### src/rtl/isa_pkg.sv
// ============================================================================
// Module      : isa_pkg
// Description : Shared instruction-store constants and loader state encoding.
// Revision    : 1.0 - initial release
// ============================================================================
`default_nettype none

package isa_pkg;

    localparam int ADDR_W = 8;
    localparam int INST_W = 9;
    localparam int DEPTH  = 256;

    typedef enum logic [2:0] {
        ST_IDLE    = 3'd0,
        ST_LOAD_LO = 3'd1,
        ST_LOAD_HI = 3'd2,
        ST_CHECK   = 3'd3,
        ST_FIRE    = 3'd4,
        ST_RUN     = 3'd5,
        ST_ERROR   = 3'd6
    } loader_state_t;

endpackage

`default_nettype wire

### src/rtl/inst_loader_if.sv
// ============================================================================
// Module      : inst_loader_if
// Description : Byte-stream input and instruction-RAM write port of the loader.
// Revision    : 1.0 - initial release
// ============================================================================
`default_nettype none

interface inst_loader_if;
    import isa_pkg::*;

    logic              in_valid;
    logic [7:0]        in_data;
    logic              in_last;
    logic              in_ready;
    logic              wr_en;
    logic [ADDR_W-1:0] wr_addr;
    logic [INST_W-1:0] wr_data;

    modport slave (
        input  in_valid, in_data, in_last,
        output in_ready, wr_en, wr_addr, wr_data
    );

    modport master (
        output in_valid, in_data, in_last,
        input  in_ready, wr_en, wr_addr, wr_data
    );

endinterface

`default_nettype wire

### src/rtl/inst_loader_chk.sv
// ============================================================================
// Module      : inst_loader_chk
// Description : XOR accumulator over accepted program bytes with compare.
//               Present only when INST_LOADER_CHECKSUM_EN is defined.
// Revision    : 1.0 - initial release
// ============================================================================
`default_nettype none

`ifdef INST_LOADER_CHECKSUM_EN
module inst_loader_chk (
    input  logic       clk,
    input  logic       rst_n,
    input  logic       i_clr,
    input  logic       i_acc,
    input  logic [7:0] i_data,
    output logic       o_match
);

    logic [7:0] r_sum;

    always_ff @(posedge clk or negedge rst_n) begin
        if (!rst_n) begin
            r_sum <= 8'h00;
        end else if (i_clr) begin
            r_sum <= 8'h00;
        end else if (i_acc) begin
            r_sum <= r_sum ^ i_data;
        end
    end

    assign o_match = (i_data == r_sum);

endmodule
`endif

`default_nettype wire

### src/rtl/inst_loader.sv
// ============================================================================
// Module      : inst_loader
// Description : Packs byte pairs into 9-bit instructions, writes them to the
//               instruction RAM, then pulses start and waits for halt.
//               Optional checksum byte: define INST_LOADER_CHECKSUM_EN.
// Revision    : 1.0 - initial release
// ============================================================================
`default_nettype none

module inst_loader
    import isa_pkg::*;
(
    input  logic            CLK,
    input  logic            RESET_N,
    input  logic            load_en,
    input  logic            halt,
    inst_loader_if.slave    bus,
    output logic            start,
    output logic            busy,
    output logic            err,
    output logic [ADDR_W:0] inst_count
);

    localparam logic [ADDR_W:0] c_FULL = (ADDR_W + 1)'(DEPTH);

    loader_state_t     r_state;
    loader_state_t     w_next;
    logic              w_accept;
    logic              w_session;
    logic              w_write;
    logic [7:0]        r_lo;
    logic [ADDR_W-1:0] r_addr;
    logic [ADDR_W:0]   r_count;
    logic              r_wr_en;
    logic [ADDR_W-1:0] r_wr_addr;
    logic [INST_W-1:0] r_wr_data;
    logic              r_start;

    assign bus.in_ready = (r_state == ST_LOAD_LO) || (r_state == ST_LOAD_HI) ||
                          (r_state == ST_CHECK);
    assign w_accept     = bus.in_valid & bus.in_ready;

`ifdef INST_LOADER_CHECKSUM_EN
    logic w_chk_match;
    logic w_chk_acc;

    // Only program bytes feed the sum; the checksum byte itself is compared.
    assign w_chk_acc = w_accept & ((r_state == ST_LOAD_LO) || (r_state == ST_LOAD_HI));

    inst_loader_chk u_chk (
        .clk     (CLK),
        .rst_n   (RESET_N),
        .i_clr   (w_session),
        .i_acc   (w_chk_acc),
        .i_data  (bus.in_data),
        .o_match (w_chk_match)
    );
`endif

    always_comb begin
        w_next    = r_state;
        w_session = 1'b0;
        w_write   = 1'b0;
        case (r_state)
            ST_IDLE, ST_ERROR: begin
                if (load_en) begin
                    w_next    = ST_LOAD_LO;
                    w_session = 1'b1;
                end
            end
            ST_LOAD_LO: begin
                if (w_accept) begin
                    w_next = bus.in_last ? ST_ERROR : ST_LOAD_HI;
                end
            end
            ST_LOAD_HI: begin
                if (w_accept) begin
                    // A full store rejects further instructions rather than wrapping.
                    if (r_count == c_FULL) begin
                        w_next = ST_ERROR;
                    end else begin
                        w_write = 1'b1;
                        if (bus.in_last) begin
`ifdef INST_LOADER_CHECKSUM_EN
                            w_next = ST_CHECK;
`else
                            w_next = ST_FIRE;
`endif
                        end else begin
                            w_next = ST_LOAD_LO;
                        end
                    end
                end
            end
            ST_CHECK: begin
`ifdef INST_LOADER_CHECKSUM_EN
                if (w_accept) begin
                    w_next = w_chk_match ? ST_FIRE : ST_ERROR;
                end
`else
                w_next = ST_IDLE;
`endif
            end
            ST_FIRE:  w_next = ST_RUN;
            ST_RUN: begin
                if (halt) begin
                    w_next = ST_IDLE;
                end
            end
            default:  w_next = ST_IDLE;
        endcase
    end

    always_ff @(posedge CLK or negedge RESET_N) begin
        if (!RESET_N) begin
            r_state   <= ST_IDLE;
            r_lo      <= 8'h00;
            r_addr    <= '0;
            r_count   <= '0;
            r_wr_en   <= 1'b0;
            r_wr_addr <= '0;
            r_wr_data <= '0;
            r_start   <= 1'b0;
        end else begin
            r_state <= w_next;
            r_wr_en <= w_write;
            // Delayed by one so the pulse never overlaps the final write strobe.
            r_start <= (r_state == ST_FIRE);
            if (w_session) begin
                r_addr  <= '0;
                r_count <= '0;
            end
            if ((r_state == ST_LOAD_LO) && w_accept) begin
                r_lo <= bus.in_data;
            end
            if (w_write) begin
                r_wr_addr <= r_addr;
                r_wr_data <= {bus.in_data[0], r_lo};
                r_addr    <= r_addr + 1'b1;
                r_count   <= r_count + 1'b1;
            end
        end
    end

    assign bus.wr_en   = r_wr_en;
    assign bus.wr_addr = r_wr_addr;
    assign bus.wr_data = r_wr_data;
    assign start       = r_start;
    assign busy        = (r_state != ST_IDLE);
    assign err         = (r_state == ST_ERROR);
    assign inst_count  = r_count;

endmodule

`default_nettype wire

### src/flat_wrapper.sv
// flat-port wrapper written by rule: the top's interface ports become plain ports
module inst_loader_flat import isa_pkg::*;
  (CLK, RESET_N, load_en, halt, start, busy, err, inst_count, bus_in_valid, bus_in_data, bus_in_last, bus_in_ready, bus_wr_en, bus_wr_addr, bus_wr_data);
  inst_loader_if bus_i ();
  input  logic CLK;
  input  logic RESET_N;
  input  logic load_en;
  input  logic halt;
  output logic start;
  output logic busy;
  output logic err;
  output logic [ADDR_W:0] inst_count;
  input wire logic [$bits(bus_i.in_valid)-1:0] bus_in_valid;
  input wire logic [$bits(bus_i.in_data)-1:0] bus_in_data;
  input wire logic [$bits(bus_i.in_last)-1:0] bus_in_last;
  output wire logic [$bits(bus_i.in_ready)-1:0] bus_in_ready;
  output wire logic [$bits(bus_i.wr_en)-1:0] bus_wr_en;
  output wire logic [$bits(bus_i.wr_addr)-1:0] bus_wr_addr;
  output wire logic [$bits(bus_i.wr_data)-1:0] bus_wr_data;
  assign bus_i.in_valid = bus_in_valid;
  assign bus_i.in_data = bus_in_data;
  assign bus_i.in_last = bus_in_last;
  assign bus_in_ready = bus_i.in_ready;
  assign bus_wr_en = bus_i.wr_en;
  assign bus_wr_addr = bus_i.wr_addr;
  assign bus_wr_data = bus_i.wr_data;
  inst_loader u_core (.CLK(CLK), .RESET_N(RESET_N), .load_en(load_en), .halt(halt), .bus(bus_i), .start(start), .busy(busy), .err(err), .inst_count(inst_count));
endmodule
### config.mk
export PLATFORM = sky130hd
export DESIGN_NAME = inst_loader_flat
export DESIGN_NICKNAME = d
export VERILOG_FILES = /design/src/rtl/isa_pkg.sv /design/src/rtl/inst_loader_if.sv /design/src/rtl/inst_loader_chk.sv /design/src/rtl/inst_loader.sv /design/src/flat_wrapper.sv
export SDC_FILE = /design/constraint.sdc
export NUM_CORES = 1
export LEC_CHECK = 0
export ABC_AREA = 1
export BUFFER_PORTS_ARGS = -buffer_cell sky130_fd_sc_hd__buf_4
export CORE_MARGIN = 3
export CORE_UTILIZATION = 58
export CTS_CLUSTER_DIAMETER = 150
export CTS_CLUSTER_SIZE = 40
export DETAILED_ROUTE_END_ITERATION = 12
export HOLD_SLACK_MARGIN = 0.12
export PLACE_DENSITY = 0.88
export SLEW_MARGIN = 20
export SYNTH_ARGS = -nofsm -noshare
export SYNTH_HDL_FRONTEND = slang
export SYNTH_SLANG_ARGS = --single-unit
### constraint.sdc
create_clock -name CLK -period 2.3 [get_ports CLK]
set_input_delay 0.23 -clock CLK [delete_from_list [all_inputs] [get_ports CLK]]
set_output_delay 0.23 -clock CLK [all_outputs]
set_load 0.005 [all_outputs]
# After elaboration in Yosys (flattened, before gate mapping)
# Cells that the tools add are included.
# totals
ff_bits	47
input_bits	14
output_inout_bits	31
elab_cells	47
# classes
addsub	2
eq_ne	11
muxes	17
n_bitwise	1
n_reduce_logical	8
# op_table
operator	n
2-to-1 mux 3 bit	7
2-to-1 mux 9 bit	2
2-to-1 mux 8 bit	2
one-hot mux 3 bit (5 select lines)	1
adder 9 x 1 -> 9 bit (second input constant)	1
equality test 3 bit (second input constant)	3
equality test 9 bit (second input constant)	1
adder 8 x 1 -> 8 bit (second input constant)	1
equality test 3 x 2 -> 1 bit (second input constant)	2
2-to-1 mux 1 bit	5
inequality test 2 x 1 -> 1 bit (second input constant)	2
inequality test 2 bit (second input constant)	2
AND reduction 4 bit	1
equality test 3 x 1 -> 1 bit (second input constant)	1
zero test 3 bit	1
nonzero test 3 bit	1
logical OR 1 bit	2
nonzero test 2 bit	1
OR reduction 2 bit	1
AND 1 bit	1
logical AND 1 bit	1

# Longest topological paths before layout
# Gate-level depths: netlist of the first run.
# logic_depth
depth_word	7
mapped_depth	10
ltp_nobuf	9

# Worst setup path after synthesis of the first run
# No wires, ideal clock.
# synth_timing
path_kind	register to register
from	register u_core.r_count[0], in the netlist u_core.inst_count[0]
to	register u_core.r_count[1], in the netlist u_core.inst_count[1]
setup_ns	0.118
arrival_time_ns	1.301
required_ns	2.182
path_slack_ns	0.881
path_stages_with_launch	11
n_path_buf	1
period_less_slack_ns	1.419
cell_sequence	dfrtp_1 inv_1 ha_1 nand2_1 inv_1 nand4_1 nand2_4 clkinv_2 buf_6 nand2_1 nand2_1
# synth_between
elab_chain_cells	5
elab_cells_between_ends	7
classes_between	1 x add/sub; 1 x eq/ne; 4 x mux; 1 x reduce/logical
# synth_rtl
element	line	text
from (decl)	inst_loader.sv:33	logic [ADDR_W:0] r_count;
from (signal assigned)	inst_loader.sv:140	r_count <= r_count + 1'b1;
equality test 9 bit *	inst_loader.sv:79	if (r_count == c_FULL) begin
2-to-1 mux 1 bit *	inst_loader.sv:79	
2-to-1 mux 1 bit *	inst_loader.sv:77	if (w_accept) begin
2-to-1 mux 1 bit *	inst_loader.sv:64	case (r_state)
net u_core.w_write	inst_loader.sv:30	logic w_write;
2-to-1 mux 9 bit or nonzero test 2 bit (tied branches)	--	
# Mark *: on every way through the listed nets, which the timed path passes. The rest lies on a longest branch.
# A chain may end at the register's enable or synchronous reset.

# Worst setup path after layout of the first run
# layout_timing
from	register u_core.r_count[1], in the netlist u_core.inst_count[1]
to	register u_core.r_addr[3]
# layout_between
elab_chain_cells	5
elab_cells_between_ends	6
classes_between	1 x eq/ne; 4 x mux; 1 x reduce/logical
# layout_rtl
element	line	text
equality test 9 bit *	inst_loader.sv:79	
2-to-1 mux 1 bit *	inst_loader.sv:79	
2-to-1 mux 1 bit *	inst_loader.sv:77	
2-to-1 mux 1 bit *	inst_loader.sv:64	
2-to-1 mux 8 bit or nonzero test 2 bit (tied branches)	--	
to (signal assigned)	inst_loader.sv:139	r_addr <= r_addr + 1'b1;
to (decl)	inst_loader.sv:32	logic [ADDR_W-1:0] r_addr;
# Mark *: on every way between the ends. The rest lies on a longest branch, timed or not.

==> results of run 1 <==
[through the flow]
stage / std cells / hold WS [ns] / area (sq um) / setup slack (ns)
2_1_floorplan: 278 / -0.0656 / 2270 / 0.881
3_3_place_gp: 362 / 0.268 / 2620 / 0.600
3_5_place_dp: 362 / 0.262 / 2620 / 0.530
4_1_cts: 371 / 0.158 / 2720 / 0.499
5_1_grt: 371 / 0.150 / 2720 / 0.339
6_report: 371 / 0.165 / 2720 / 0.501
[area by class of cell]
cell class | instances | area (sq um) | area share [%]
clock buffers | 6 | 82.6 | 3.03
well taps | 48 | 60.1 | 2.20
flip-flops and latches | 47 | 1180 | 43.2
repair buffers | 46 | 348 | 12.8
multi-input cells | 187 | 908 | 33.3
inverters | 35 | 133 | 4.87
clock inverters | 2 | 16.3 | 0.597
[metal layers]
layer | vias up | part of all wire (%) | global-route usage, %
met5 | - | 0 | 0
met4 | 0 | 1.4 | 9.43
met3 | 5 | 4.4 | 3.57
met2 | 36 | 49 | 33.8
met1 | 877 | 45 | 25.8
li1 | 973 | - | -
[synth_stat cells, types with 2 or more instances]
master | n | area share, %
nand2_1 | 76 | 13
dfrtp_1 | 47 | 52
nand3_1 | 34 | 7.5
inv_1 | 31 | 5.1
nor2_1 | 18 | 3.0
o21ai_1 | 18 | 4.0
o21ai_0 | 10 | 2.2
buf_2 | 7 | 1.5
a21oi_1 | 6 | 1.3
nand4_1 | 5 | 1.4
ha_1 | 3 | 1.7
inv_2 | 3 | 0.50
nor2_4 | 3 | 1.5
nor3_1 | 3 | 0.66
buf_6 | 2 | 0.99
nand2_2 | 2 | 0.55
nand2_4 | 2 | 0.99
nand3_2 | 2 | 0.88
xnor2_1 | 2 | 0.77
[final timing paths]
| check | slack (ns) | end | start | cells past startpoint |
|---|---|---|---|---|
| setup / recovery | 0.50 | u_core.r_addr[3]$_DFFE_PN0P_ | u_core.inst_count[1]$_DFFE_PN0P_ | 9 |
| hold / removal | 0.17 | u_core.r_lo[7]$_DFFE_PN0P_ | bus_in_data[7] | 2 |
| setup reg to reg | 0.50 | u_core.r_addr[3]$_DFFE_PN0P_ | u_core.inst_count[1]$_DFFE_PN0P_ | 9 |
| hold reg to reg | 0.48 | u_core.bus.wr_data[7]$_DFFE_PN0P_ | u_core.r_lo[7]$_DFFE_PN0P_ | 2 |
| max in group asynchronous | 1.46 | u_core.bus.wr_data[4]$_DFFE_PN0P_ | RESET_N | 2 |
| min in group asynchronous | 0.47 | u_core.start$_DFF_PN0_ | RESET_N | 2 |
[state kept, by name, summed over array words and instances (netlist names)]
register	flops
u_core.start	1
u_core.bus.wr_en	1
u_core.inst_count	9
u_core.r_addr	8
u_core.bus.wr_addr	8
u_core.bus.wr_data	9
u_core.r_state	3
u_core.r_lo	8
[cell families (layout without fill, tap and decap cells)]
kind of cell               count (synthesis)  count (layout)  synth area share, %
and+or+nand+nor                          147             147                 29.5
DFF                                       47              47                 51.7
buffers and inverters                     44              89                 8.36
AOI/OAI and AO/OA                         34              34                 7.48
adders and majority gates                  3               3                 1.65
xor gates and xnor gates                   2               2                0.770
muxes                                      1               1                0.495
[power by group]
| part | leakage, nW | internal [mW] | total (mW) | switching (mW) |
|---|---|---|---|---|
| logic | 0.776 | 0.377 | 0.841 | 0.464 |
| registers | 0.613 | 1.04 | 1.19 | 0.157 |
| clock network | 0.0474 | 0.245 | 0.513 | 0.268 |
| total | 1.44 | 1.66 | 2.55 | 0.889 |
[worst max-delay path: cells and delay by family, from the launching register on]
kind	cells	cell delay, ns
fa+ha+maj	1	0.13
buf+inv	3	0.49
compound gates	1	0.09
simple gates	4	0.57
flops	1	0.44
[repair_timing]
action,4_1_cts,5_1_grt
endpoints found under the setup margin,0,0
hold buffers,1,0
hold endpoints to repair,47,0
==> flow_summary.yaml, run 1 <==
detailed_routing:
  drtAntennaViolNets: 0
  vias_per_cell: 5.10
  initialDrtViolationCount: 106
  vias: 1891
  drc: 0
  first_pass_iters: 4
  wl_per_cell_microns: 11.7
  wirelength_microns: 4350
worst_setup_path:
  worstPathRequired_ns: 2.51
  worst_setup_path_end_kind: "flip-flop"
  cpMostUsedCell: "inv_1"
  cp_cell_sequence: "inv_1 -> ha_1 -> nand2_1 -> inv_1 -> nand4_1 -> nand2_4 -> buf_4 -> nand3_1 -> o21ai_0"
  critPathArrivalTime_ns: 2.01
  critPathLaunchType: "flip-flop"
  crit_path_max_fanout: 33
  crit_type: "reg -> reg"
  crit_path_top_delay_cell: "dfrtp_1"
  slowest_delay_ns: 0.44
synthesis:
  async_flop_share_pct: 100
  postSynthAreaPerCell_sq_um: 8.18
  synth_ff_type: "dfrtp_1"
  yosysUniqueCellTypes: 23
  synthCells: 278
  yosysWarnings: 0
  synth_area_sq_um: 2270
  synth-edff-count: 0
  synth_fp_nets: 295
  synth_seq_area_share_pct: 51.7
  ys_seq_elements: 47
grt:
  grt-ovfl-total: 0
  grt_pass1_wl_microns: 7180
  grt_usage_pct: 20.4
  antenna_found_initial: 0
  grt_pass1_vias: 1700
  grt_max_degree: 48
timing:
  rsz0062_at_grt: "no"
  finalMaxSlewViolations: 0
  setup_viol: 0
  period_minus_slack_ns: 1.80
  finalSetupTns_ns: 0
  hold_viol: 0
  min_period_over_period_pct: 78.2
  skew_ns: 0.00887
  worst_slew_pin_slew_ns: 0.561
  max-slew-margin-rel_pct: 62.5
  clock.fmax_ghz: 0.556
clocking:
  cts_max_level: 2
  cts_setup_buffers: 0
  cts_tree: "yes"
  path_clk_slew_ns: 0.08
  clk_path_buf_depth: 2
  clockRootBuffer: "clkbuf_8"
  ctsResizeCount: 0
  clk_latency_ns: 0.30
  numClockSinks: 47
  cts_buffers: 5
status:
  status: "finished clean"
hold_path:
  hold_path.class: "in -> reg"
die:
  die_x_microns: 68.6
  start_util_pct: 61.2
  fp.dieH_microns: 68.6
  core_area_sq_um: 3720
  dieArea_sq_um: 4710
  ios: 45
  num_rows: 22
layout:
  final_cell_mix: "nand2_1 (76), dfrtp_1 (47), buf_4 (45), nand3_1 (34), inv_1 (31)"
  finish.utilization_pct: 73.3
  diodes: 0
  syn2layout_area_growth_pct: 19.7
  mostFrequentLayoutCell: "nand2_1"
  final_nets: 339
  nFillCells: 297
  drive_above_1_share_pct: 21.1
placement:
  globalplace.congestion: 0.867
  io_buffers: 44
  hpwl_microns: 3140
power_and_ir_drop:
  leakage_nw: 1.44
  powerDensity_nw_per_um2: 935
  ir_drop_uv: 678
  p_total_mw: 2.55
flow_run:
  cap_violations: 0
No activity file was read; power rests on OpenSTA's default activity.
==> run 2, diff against run 1 <==
--- a/config.mk
+++ b/config.mk
@@ -8,12 +8,12 @@
 export ABC_AREA = 1
 export BUFFER_PORTS_ARGS = -buffer_cell sky130_fd_sc_hd__buf_4
 export CORE_MARGIN = 3
-export CORE_UTILIZATION = 58
+export CORE_UTILIZATION = 54
 export CTS_CLUSTER_DIAMETER = 150
 export CTS_CLUSTER_SIZE = 40
 export DETAILED_ROUTE_END_ITERATION = 12
 export HOLD_SLACK_MARGIN = 0.12
-export PLACE_DENSITY = 0.88
+export PLACE_DENSITY = 0.83
 export SLEW_MARGIN = 20
 export SYNTH_ARGS = -nofsm -noshare
 export SYNTH_HDL_FRONTEND = slang
==> constraint.sdc (replaced) <==
create_clock -name CLK -period 1.7 [get_ports CLK]
set_input_delay 0.17 -clock CLK [delete_from_list [all_inputs] [get_ports CLK]]
set_output_delay 0.17 -clock CLK [all_outputs]
set_load 0.005 [all_outputs]
==> flow_summary.yaml, run 2 (synthesis results as in run 1) <==
power_and_ir_drop:
  power_frac_comb_pct: 35.4
  switching_share_pct: 34.4
  internal_power_mw: 2.29
  netSwitchingPower_mw: 1.20
  powerDensity_nw_per_um2: 1230
  leakage_nw: 1.50
  p_clk_share_pct: 18.9
  ir_drop_uv: 883
  p_total_mw: 3.49
  pwr-share-seq_pct: 45.7
status:
  status: "finished clean"
detailed_routing:
  vias_per_cell: 5.12
  initialDrtViolationCount: 122
  wl_per_cell_microns: 12.3
  dr_wl_met3_microns: 275
  vias: 1961
  drtAntennaViolNets: 0
  wirelength_microns: 4700
  met1_length_microns: 2080
  first_pass_iters: 4
  top_layer_used: "met4"
  met2_length_microns: 2290
  drc: 0
die:
  fp.dieH_microns: 70.9
  num_rows: 22
  ios: 45
  die_x_microns: 70.9
  start_util_pct: 59.0
  dieArea_sq_um: 5030
  core_area_sq_um: 3850
worst_setup_path:
  cp_cell_sequence: "inv_1 -> ha_1 -> nand2_1 -> inv_1 -> nand4_1 -> nand2_4 -> buf_12 -> nand3_1 -> o21ai_0"
  crit_path_max_fanout: 41
  worst_setup_path_end_kind: "flip-flop"
  timing.rr.end: "u_core.r_addr[2]$_DFFE_PN0P_"
  reg2regPathDepth: 9
  cpMostUsedCell: "inv_1"
  worstPathRequired_ns: 1.91
  crit_type: "reg -> reg"
  r2r_setup_slack_ns: 0.22
  slowest_delay_ns: 0.38
  reg2reg_from: "u_core.inst_count[0]$_DFFE_PN0P_"
  crit_path_top_delay_cell: "dfrtp_1"
  critPathLaunchType: "flip-flop"
  critPathArrivalTime_ns: 1.69
timing:
  max-slew-margin-rel_pct: 61.7
  worst_slew_pin_slew_ns: 0.575
  hold_slack_ns: 0.134
  rsz0062_at_grt: "no"
  finalMaxSlewViolations: 0
  finalSetupTns_ns: 0
  clock.fmax_ghz: 0.675
  hold_viol: 0
  period_minus_slack_ns: 1.48
  setup_viol: 0
  skew_ns: 0.00454
  min_period_over_period_pct: 87.2
placement:
  globalplace.congestion: 0.819
  io_buffers: 44
  hpwl_microns: 3250
  postPlaceCellArea_sq_um: 2670
clocking:
  clockRootBuffer: "clkbuf_8"
  cts_max_level: 2
  path_clk_slew_ns: 0.08
  clk_latency_ns: 0.29
  numClockSinks: 47
  cts_tree: "yes"
  clk_path_buf_depth: 2
  cts_buffers: 5
hold_path:
  hold_path.class: "in -> reg"
  min_delay_worst_endpoint: "u_core.r_lo[2]$_DFFE_PN0P_"
  hp-start: "bus_in_data[2]"
  hold_path_depth: 3
grt:
  antenna_found_initial: 0
  grt_pass1_wl_microns: 8180
  grt-ovfl-total: 0
  grt_usage_pct: 20.0
  grt_max_degree: 48
  grt_pass1_vias: 1879
layout:
  final_area_sq_um: 2840
  syn2layout_area_growth_pct: 24.7
  diodes: 0
  final_cell_mix: "nand2_1 (76), buf_4 (52), dfrtp_1 (47), nand3_1 (34), inv_1 (31)"
  final_nets: 352
  drive_above_1_share_pct: 22.4
  mostFrequentLayoutCell: "nand2_1"
flow_run:
  cap_violations: 0
[run 2: how the worst max path moves through the flow]
stage | startpoint | end | depth (start not counted)
floorplan | u_core.inst_count[0]$_DFFE_PN0P_ | u_core.inst_count[1]$_DFFE_PN0P_ | 10
global placement | u_core.inst_count[0]$_DFFE_PN0P_ | u_core.r_addr[5]$_DFFE_PN0P_ | 9
detailed placement | u_core.inst_count[1]$_DFFE_PN0P_ | u_core.r_addr[5]$_DFFE_PN0P_ | 9
CTS | u_core.inst_count[1]$_DFFE_PN0P_ | u_core.inst_count[5]$_DFFE_PN0P_ | 9
global route | u_core.inst_count[0]$_DFFE_PN0P_ | u_core.r_addr[2]$_DFFE_PN0P_ | 9
finish | u_core.inst_count[0]$_DFFE_PN0P_ | u_core.r_addr[2]$_DFFE_PN0P_ | 9
[run 2: metal layers]
| layer | global-route usage (%) | up-vias |
|---|---|---|
| met5 | 0 | - |
| met4 | 6.05 | 0 |
| met2 | 33.3 | 49 |
| met3 | 4.83 | 5 |
| met1 | 26.0 | 908 |
| li1 | - | 999 |
[run 2: power by group through the flow]
| stage | registers, mW | logic (mW) | clock network, mW |
|---|---|---|---|
| 6_report | 1.60 | 1.24 | 0.660 |
| 5_1_grt | 1.64 | 1.41 | 0.717 |
| 2_1_floorplan | 1.59 | 0.740 | 0 |
| 3_3_place_gp | 1.61 | 1.19 | 0 |
| 3_5_place_dp | 1.61 | 1.22 | 0 |
| 4_1_cts | 1.60 | 1.24 | 0.679 |
[run 2: critical path: cells and delay by family, from the launching register on]
| family | cells | cell delay, ns |
|---|---|---|
| simple gates | 4 | 0.47 |
| flops | 1 | 0.38 |
| buf+inv | 3 | 0.32 |
| fa+ha+maj | 1 | 0.14 |
| compound gates | 1 | 0.09 |
[run 2: final cells by class]
cell class | instances | area [sq um]
Fill cell | 303 | 1020
Timing Repair Buffer | 59 | 470
Clock inverter | 1 | 5.00
Clock buffer | 6 | 82.6
Multi-Input combinational cell | 187 | 908
Sequential cell | 47 | 1180
Inverter | 35 | 134
Tap cell | 48 | 60.1
[run 2: through the flow]
step	util, %	cells	setup slack, ns
floorplan	-	278	0.281
global placement	69.4	368	0.162
detailed placement	69.4	368	0.0803
CTS	73.2	381	0.0667
global route	73.6	383	0.0654
finish	73.6	383	0.218
[run 2: repair_timing]
action                                  in CTS  in global routing
setup buffers                                0                  2
hold buffers                                 6                  0
endpoints found under the hold margin       52                  0
gates resized for setup                      0                  1
endpoints found under the setup margin       0                 15
